<file path="src/rtl/uart_rpt_ctrl.sv">
// uart_rpt_ctrl: schedules periodic/event status frames onto one UART transmitter with snapshot and idle gap
module uart_rpt_ctrl #(
  parameter int unsigned PERIOD_CLKS = 4_000_000,
  parameter int unsigned FRAME_CLKS  = 829_233,
  parameter int unsigned GAP_CLKS    = 4167
) (
  input  logic       i_clk,
  input  logic       i_res,
  input  logic       i_en,
  input  logic       i_evt_req,
  input  logic       i_ovr_clr,
  input  logic [7:0] i_reg_1,
  input  logic [7:0] i_reg_2,
  input  logic [7:0] i_reg_3,
  input  logic [7:0] i_reg_4,
  input  logic [7:0] i_reg_5,
  input  logic [7:0] i_reg_6,
  output logic       o_tx_en,
  output logic [7:0] o_reg_1,
  output logic [7:0] o_reg_2,
  output logic [7:0] o_reg_3,
  output logic [7:0] o_reg_4,
  output logic [7:0] o_reg_5,
  output logic [7:0] o_reg_6,
  output logic       o_evt_ack,
  output logic       o_frame_done,
  output logic       o_busy,
  output logic       o_overrun
);
  typedef enum logic [1:0] {IDLE, SEND, GAP} state_t;
  state_t state;
  logic [23:0] per_cnt, frm_cnt;
  logic per_pend, evt_pend, wrap, start;
  always_comb begin
    wrap  = i_en && per_cnt == 24'(PERIOD_CLKS - 1);
    start = state == IDLE && i_en && (per_pend || evt_pend);
  end
  // one counter serves both the frame and the gap; it restarts at each state change
  always_ff @(posedge i_clk) begin
    if (i_res) begin
      state        <= IDLE;
      per_cnt      <= '0;
      frm_cnt      <= '0;
      per_pend     <= 1'b0;
      evt_pend     <= 1'b0;
      o_tx_en      <= 1'b0;
      o_evt_ack    <= 1'b0;
      o_frame_done <= 1'b0;
      o_busy       <= 1'b0;
      o_overrun    <= 1'b0;
      o_reg_1      <= '0;
      o_reg_2      <= '0;
      o_reg_3      <= '0;
      o_reg_4      <= '0;
      o_reg_5      <= '0;
      o_reg_6      <= '0;
    end else begin
      per_cnt      <= (!i_en || wrap) ? '0 : per_cnt + 24'd1;
      per_pend     <= wrap || (per_pend && !start);
      evt_pend     <= i_evt_req || (evt_pend && !start);
      o_overrun    <= (wrap && per_pend) || (o_overrun && !i_ovr_clr);
      o_evt_ack    <= start && evt_pend;
      o_frame_done <= 1'b0;
      case (state)
        IDLE: if (start) begin
          state   <= SEND;
          o_tx_en <= 1'b1;
          o_busy  <= 1'b1;
          frm_cnt <= '0;
          o_reg_1 <= i_reg_1;
          o_reg_2 <= i_reg_2;
          o_reg_3 <= i_reg_3;
          o_reg_4 <= i_reg_4;
          o_reg_5 <= i_reg_5;
          o_reg_6 <= i_reg_6;
        end
        SEND: if (!i_en || frm_cnt == 24'(FRAME_CLKS - 1)) begin
          state        <= GAP;
          o_tx_en      <= 1'b0;
          o_frame_done <= i_en;
          frm_cnt      <= '0;
        end else begin
          frm_cnt <= frm_cnt + 24'd1;
        end
        GAP: if (frm_cnt == 24'(GAP_CLKS - 1)) begin
          state   <= IDLE;
          o_busy  <= 1'b0;
          frm_cnt <= '0;
        end else begin
          frm_cnt <= frm_cnt + 24'd1;
        end
        default: state <= IDLE;
      endcase
    end
  end
endmodule

</file>
<file path="config.mk">
export PLATFORM = sky130hd
export DESIGN_NAME = uart_rpt_ctrl
export DESIGN_NICKNAME = d
export VERILOG_FILES = /design/src/rtl/uart_rpt_ctrl.sv
export SDC_FILE = /design/constraint.sdc
export NUM_CORES = 1
export LEC_CHECK = 0
export ABC_AREA = 1
export BUFFER_PORTS_ARGS = -buffer_cell sky130_fd_sc_hd__buf_2
export CORE_UTILIZATION = 59
export DETAILED_ROUTE_END_ITERATION = 16
export PLACE_DENSITY = 0.85
export SLEW_MARGIN = 40
export SYNTH_ARGS = -nofsm -noshare
export SYNTH_HDL_FRONTEND = slang
export SYNTH_SLANG_ARGS = --single-unit
</file>
<file path="constraint.sdc">
create_clock -name i_clk -period 2.8 [get_ports i_clk]
set_input_delay 0.56 -clock i_clk [delete_from_list [all_inputs] [get_ports i_clk]]
set_output_delay 0.56 -clock i_clk [all_outputs]
set_load 0.03 [all_outputs]
</file>
==> impl_metrics.py <==
metrics = {
    "synthesis": {
        "ys_top_cells_by_area": "dfxtp_1, nor2_1, nand2_1, o21ai_0, inv_1",
        "syn_inst": 737,
        "synth_cell_types": 38,
        "yosysTopAreaCell": "dfxtp_1",
        "seq_area_frac_synth": 0.4095,
        "synth_top_family_by_area": "simple AND/OR/NAND/NOR gates",
        "syn-num-nets": 798,
        "syn_avg_cell_area_sq_um": 6.966,
        "syn-cell-area_sq_mm": 0.005134,
        "synth-main-ff-cell": "dfxtp_1",
        "synth-compound-area-share": 0.09554,
        "ys_seq_elements": 105,
        "synth.top_cells.by_count": "nor2_1, nand2_1, dfxtp_1, inv_1, o21ai_0",
        "ys_warn_count": 0,
        "synth_fa_ha_area_frac": 0.01950,
        "synthMuxAreaShare": 0,
        "synth.most_common_cell": "nor2_1",
        "synth_xor_area_frac": 0.01877,
        "synthArstFlopShare": 0,
        "synth_top_cell_area_share": 0.4095,
        "synth-edff-count": 0,
        "synth_simple_gate_area_frac": 0.3766,
    },
    "routing": {
        "drt_iter0_drc": 231,
        "wl_per_cell_microns": 12.87,
        "routed-via-count": 5014,
        "drt-total-wl_microns": 12120,
        "vias_per_cell": 5.323,
        "drc": 0,
        "dr.pass1.iters": 5,
        "drt.antenna.violating_nets": 0,
    },
    "clocking": {
        "post_cts_resized": 0,
        "cts_max_level": 3,
        "cts_tree": "done",
        "clk_pin_slew_ns": 0.11,
        "max-clock-path-buffers": 2,
        "cts.sinks": 105,
        "cts_made_buffers": 9,
        "postCtsHoldBufs": 0,
        "cts_setup_buffers": 0,
        "clkLatencyLatePin_ns": 0.37,
        "cts_root_buffer": "clkbuf_8",
    },
    "floorplan": {
        "core_area_sq_mm": 0.008299,
        "dieArea_sq_mm": 0.009078,
        "die_x_microns": 95.28,
        "floorplan.initialDensity": 0.6186,
        "die_y_microns": 95.28,
        "io-pin-count": 106,
        "rows": 33,
    },
    "critical_path": {
        "reg2reg_depth": 9,
        "critPathKind": "register to register",
        "cp_num_buf_inv": 4,
        "cp_slowest_cell": "inv_1",
        "worstSetupStartpointType": "register",
        "crit_family": "buffers and inverters",
        "timing.rr.start": "state[1]$_SDFFE_PP0P_",
        "cp.required_ns": 3.10,
        "worstPathMaxFanout": 52,
        "r2r-end": "o_reg_2[6]$_SDFFE_PP0P_",
        "r2r_slack_ns": 0.49,
        "slowest_delay_ns": 0.55,
        "crit_arrival_ns": 2.61,
        "end_kind": "register",
        "path_cells": "inv_1 > ha_1 > nand2_2 > inv_2 > nand2_4 > inv_1 > buf_4 > nor2_1 > nor2_1",
    },
    "sta": {
        "slew_headroom": 0.6106,
        "skew_ns": 0.01240,
        "fmax_mhz": 433.8,
        "tightestPinTransition_ns": 0.5835,
        "hold_viol": 0,
        "rsz0062_at_grt": "no",
        "min_period_ns": 2.305,
        "finalCritPeriodShare": 0.8232,
        "fin_ws_ns": 0.4950,
        "slew_viol_final": 0,
        "whs_ns": 0.4075,
        "setup_viol": 0,
        "finalSetupTns_ns": 0,
    },
    "placement": {
        "place.gp.congestion": 0.9481,
        "dp_hpwl_microns": 8893,
        "port_buffers": 105,
        "place_ws_ns": 0.4601,
    },
    "final_layout": {
        "final_nets": 893,
        "n_antenna_cell": 0,
        "fill_cells": 721,
        "area_growth_pct": 14.82,
        "final_util": 0.7102,
        "drive_gt1_frac": 0.2043,
    },
    "power_and_ir_drop": {
        "p_int_mw": 2.221,
        "switchingPower_mw": 1.301,
        "pwr_density_cell_mw_per_mm2": 597.4,
        "combPwrFrac": 0.253,
        "p_seq_frac": 0.477,
        "power.share.switching": 0.3693,
        "total_power_mw": 3.522,
        "vdd_drop_max_uv": 400.1,
        "leakage_nw": 2.436,
        "pwr-share-clk": 0.270,
    },
    "outcome": {
        "status": "finished clean",
    },
    "global_routing": {
        "track_usage": 0.2711,
        "antenna_found_initial": 0,
        "grt_pass1_vias": 4521,
        "grt_max_degree": 64,
        "grt_pass1_wl_microns": 19620,
        "gr-total-overflow": 0,
    },
    "worst_hold_path": {
        "hold_start": "i_evt_req",
        "whs_path_depth": 3,
        "hold_path_class": "primary input to register",
        "worstHoldEndpoint": "evt_pend$_SDFF_PP0_",
    },
    "flow_run": {
        "cap_violations": 0,
    },
}
## state kept, by name (all words and copies together) (netlist names), 2 cells and up
name and flops:
o_reg_6 8, o_reg_5 8, o_reg_1 8, o_reg_4 8, o_reg_3 8, state 2
frm_cnt 24, o_reg_2 8, per_cnt 24
## layout by cell type, fill, tap and decap left out, drive strengths merged
master  instances
nor4            5
o21ai          60
o22ai           1
nand4          17
xnor2           4
or2             2
buf           108
nand3          52
clkinv          7
nand3b          4
o211ai          2
dfxtp         105
inv            74
a21oi          28
o21bai          2
clkbuf          9
nor3           14
xor2            7
ha              8
nor3b           2
nand2         141
nor2          185
## through the flow
step	instances	cell area (sq um)
detailed placement	926	5684
finish	942	5894
global placement	926	5684
floorplan	737	5134
global route	942	5894
CTS	942	5894
## worst max path at each step
stage                                      from                 endpoint  depth (start not counted)
after global routing      state[1]$_SDFFE_PP0P_  o_reg_2[6]$_SDFFE_PP0P_                          9
final                     state[1]$_SDFFE_PP0P_  o_reg_2[6]$_SDFFE_PP0P_                          9
after CTS                 state[1]$_SDFFE_PP0P_  o_reg_2[6]$_SDFFE_PP0P_                          9
after floorplan           per_cnt[0]$_SDFF_PP0_   per_cnt[15]$_SDFF_PP0_                          9
after global placement                     i_en  o_reg_4[3]$_SDFFE_PP0P_                          8
after detailed placement                   i_en  o_reg_2[6]$_SDFFE_PP0P_                          8
## layout make-up
type                       count  area (sq um)  share of cell area
timing repair buffer         108         548.0             0.09297
multi-input combinational    534          2620              0.4445
tap                          105         131.4             0.02229
inverter                      74         282.8             0.04797
sequential                   105          2102              0.3566
clock inverter                 7         86.33             0.01465
clock buffer                   9         123.9             0.02101
## worst min-delay path, stage by stage
cell	delay (ns)
buf_2	0.07
nand2_1	0.05
o21ai_0	0.06
## logic make-up (layout without fill, tap and decap cells)
family / after synthesis / after routing
and+or+nand+nor: 422 / 422
DFF: 105 / 105
buffers and inverters: 98 / 198
AOI/OAI and AO/OA: 93 / 93
xor gates and xnor gates: 11 / 11
adders and majority gates: 8 / 8
## power groups by stage
stage,logic (mW),registers (mW),clock network (mW)
final,0.892,1.68,0.950
after global routing,0.974,1.70,1.02
after global placement,0.867,1.71,0
after detailed placement,0.889,1.71,0
after CTS,0.891,1.68,0.969
after floorplan,0.445,1.93,0
## layer usage
layer  vias up  track usage  part of all wire
met5         -            0                 0
met1      2298       0.3282              0.43
met2       142       0.4821              0.50
li1       2549            -                 -
met4         0      0.07576             0.023
met3        25      0.05582             0.048
Note: power is estimated with default switching activity, not from simulation.
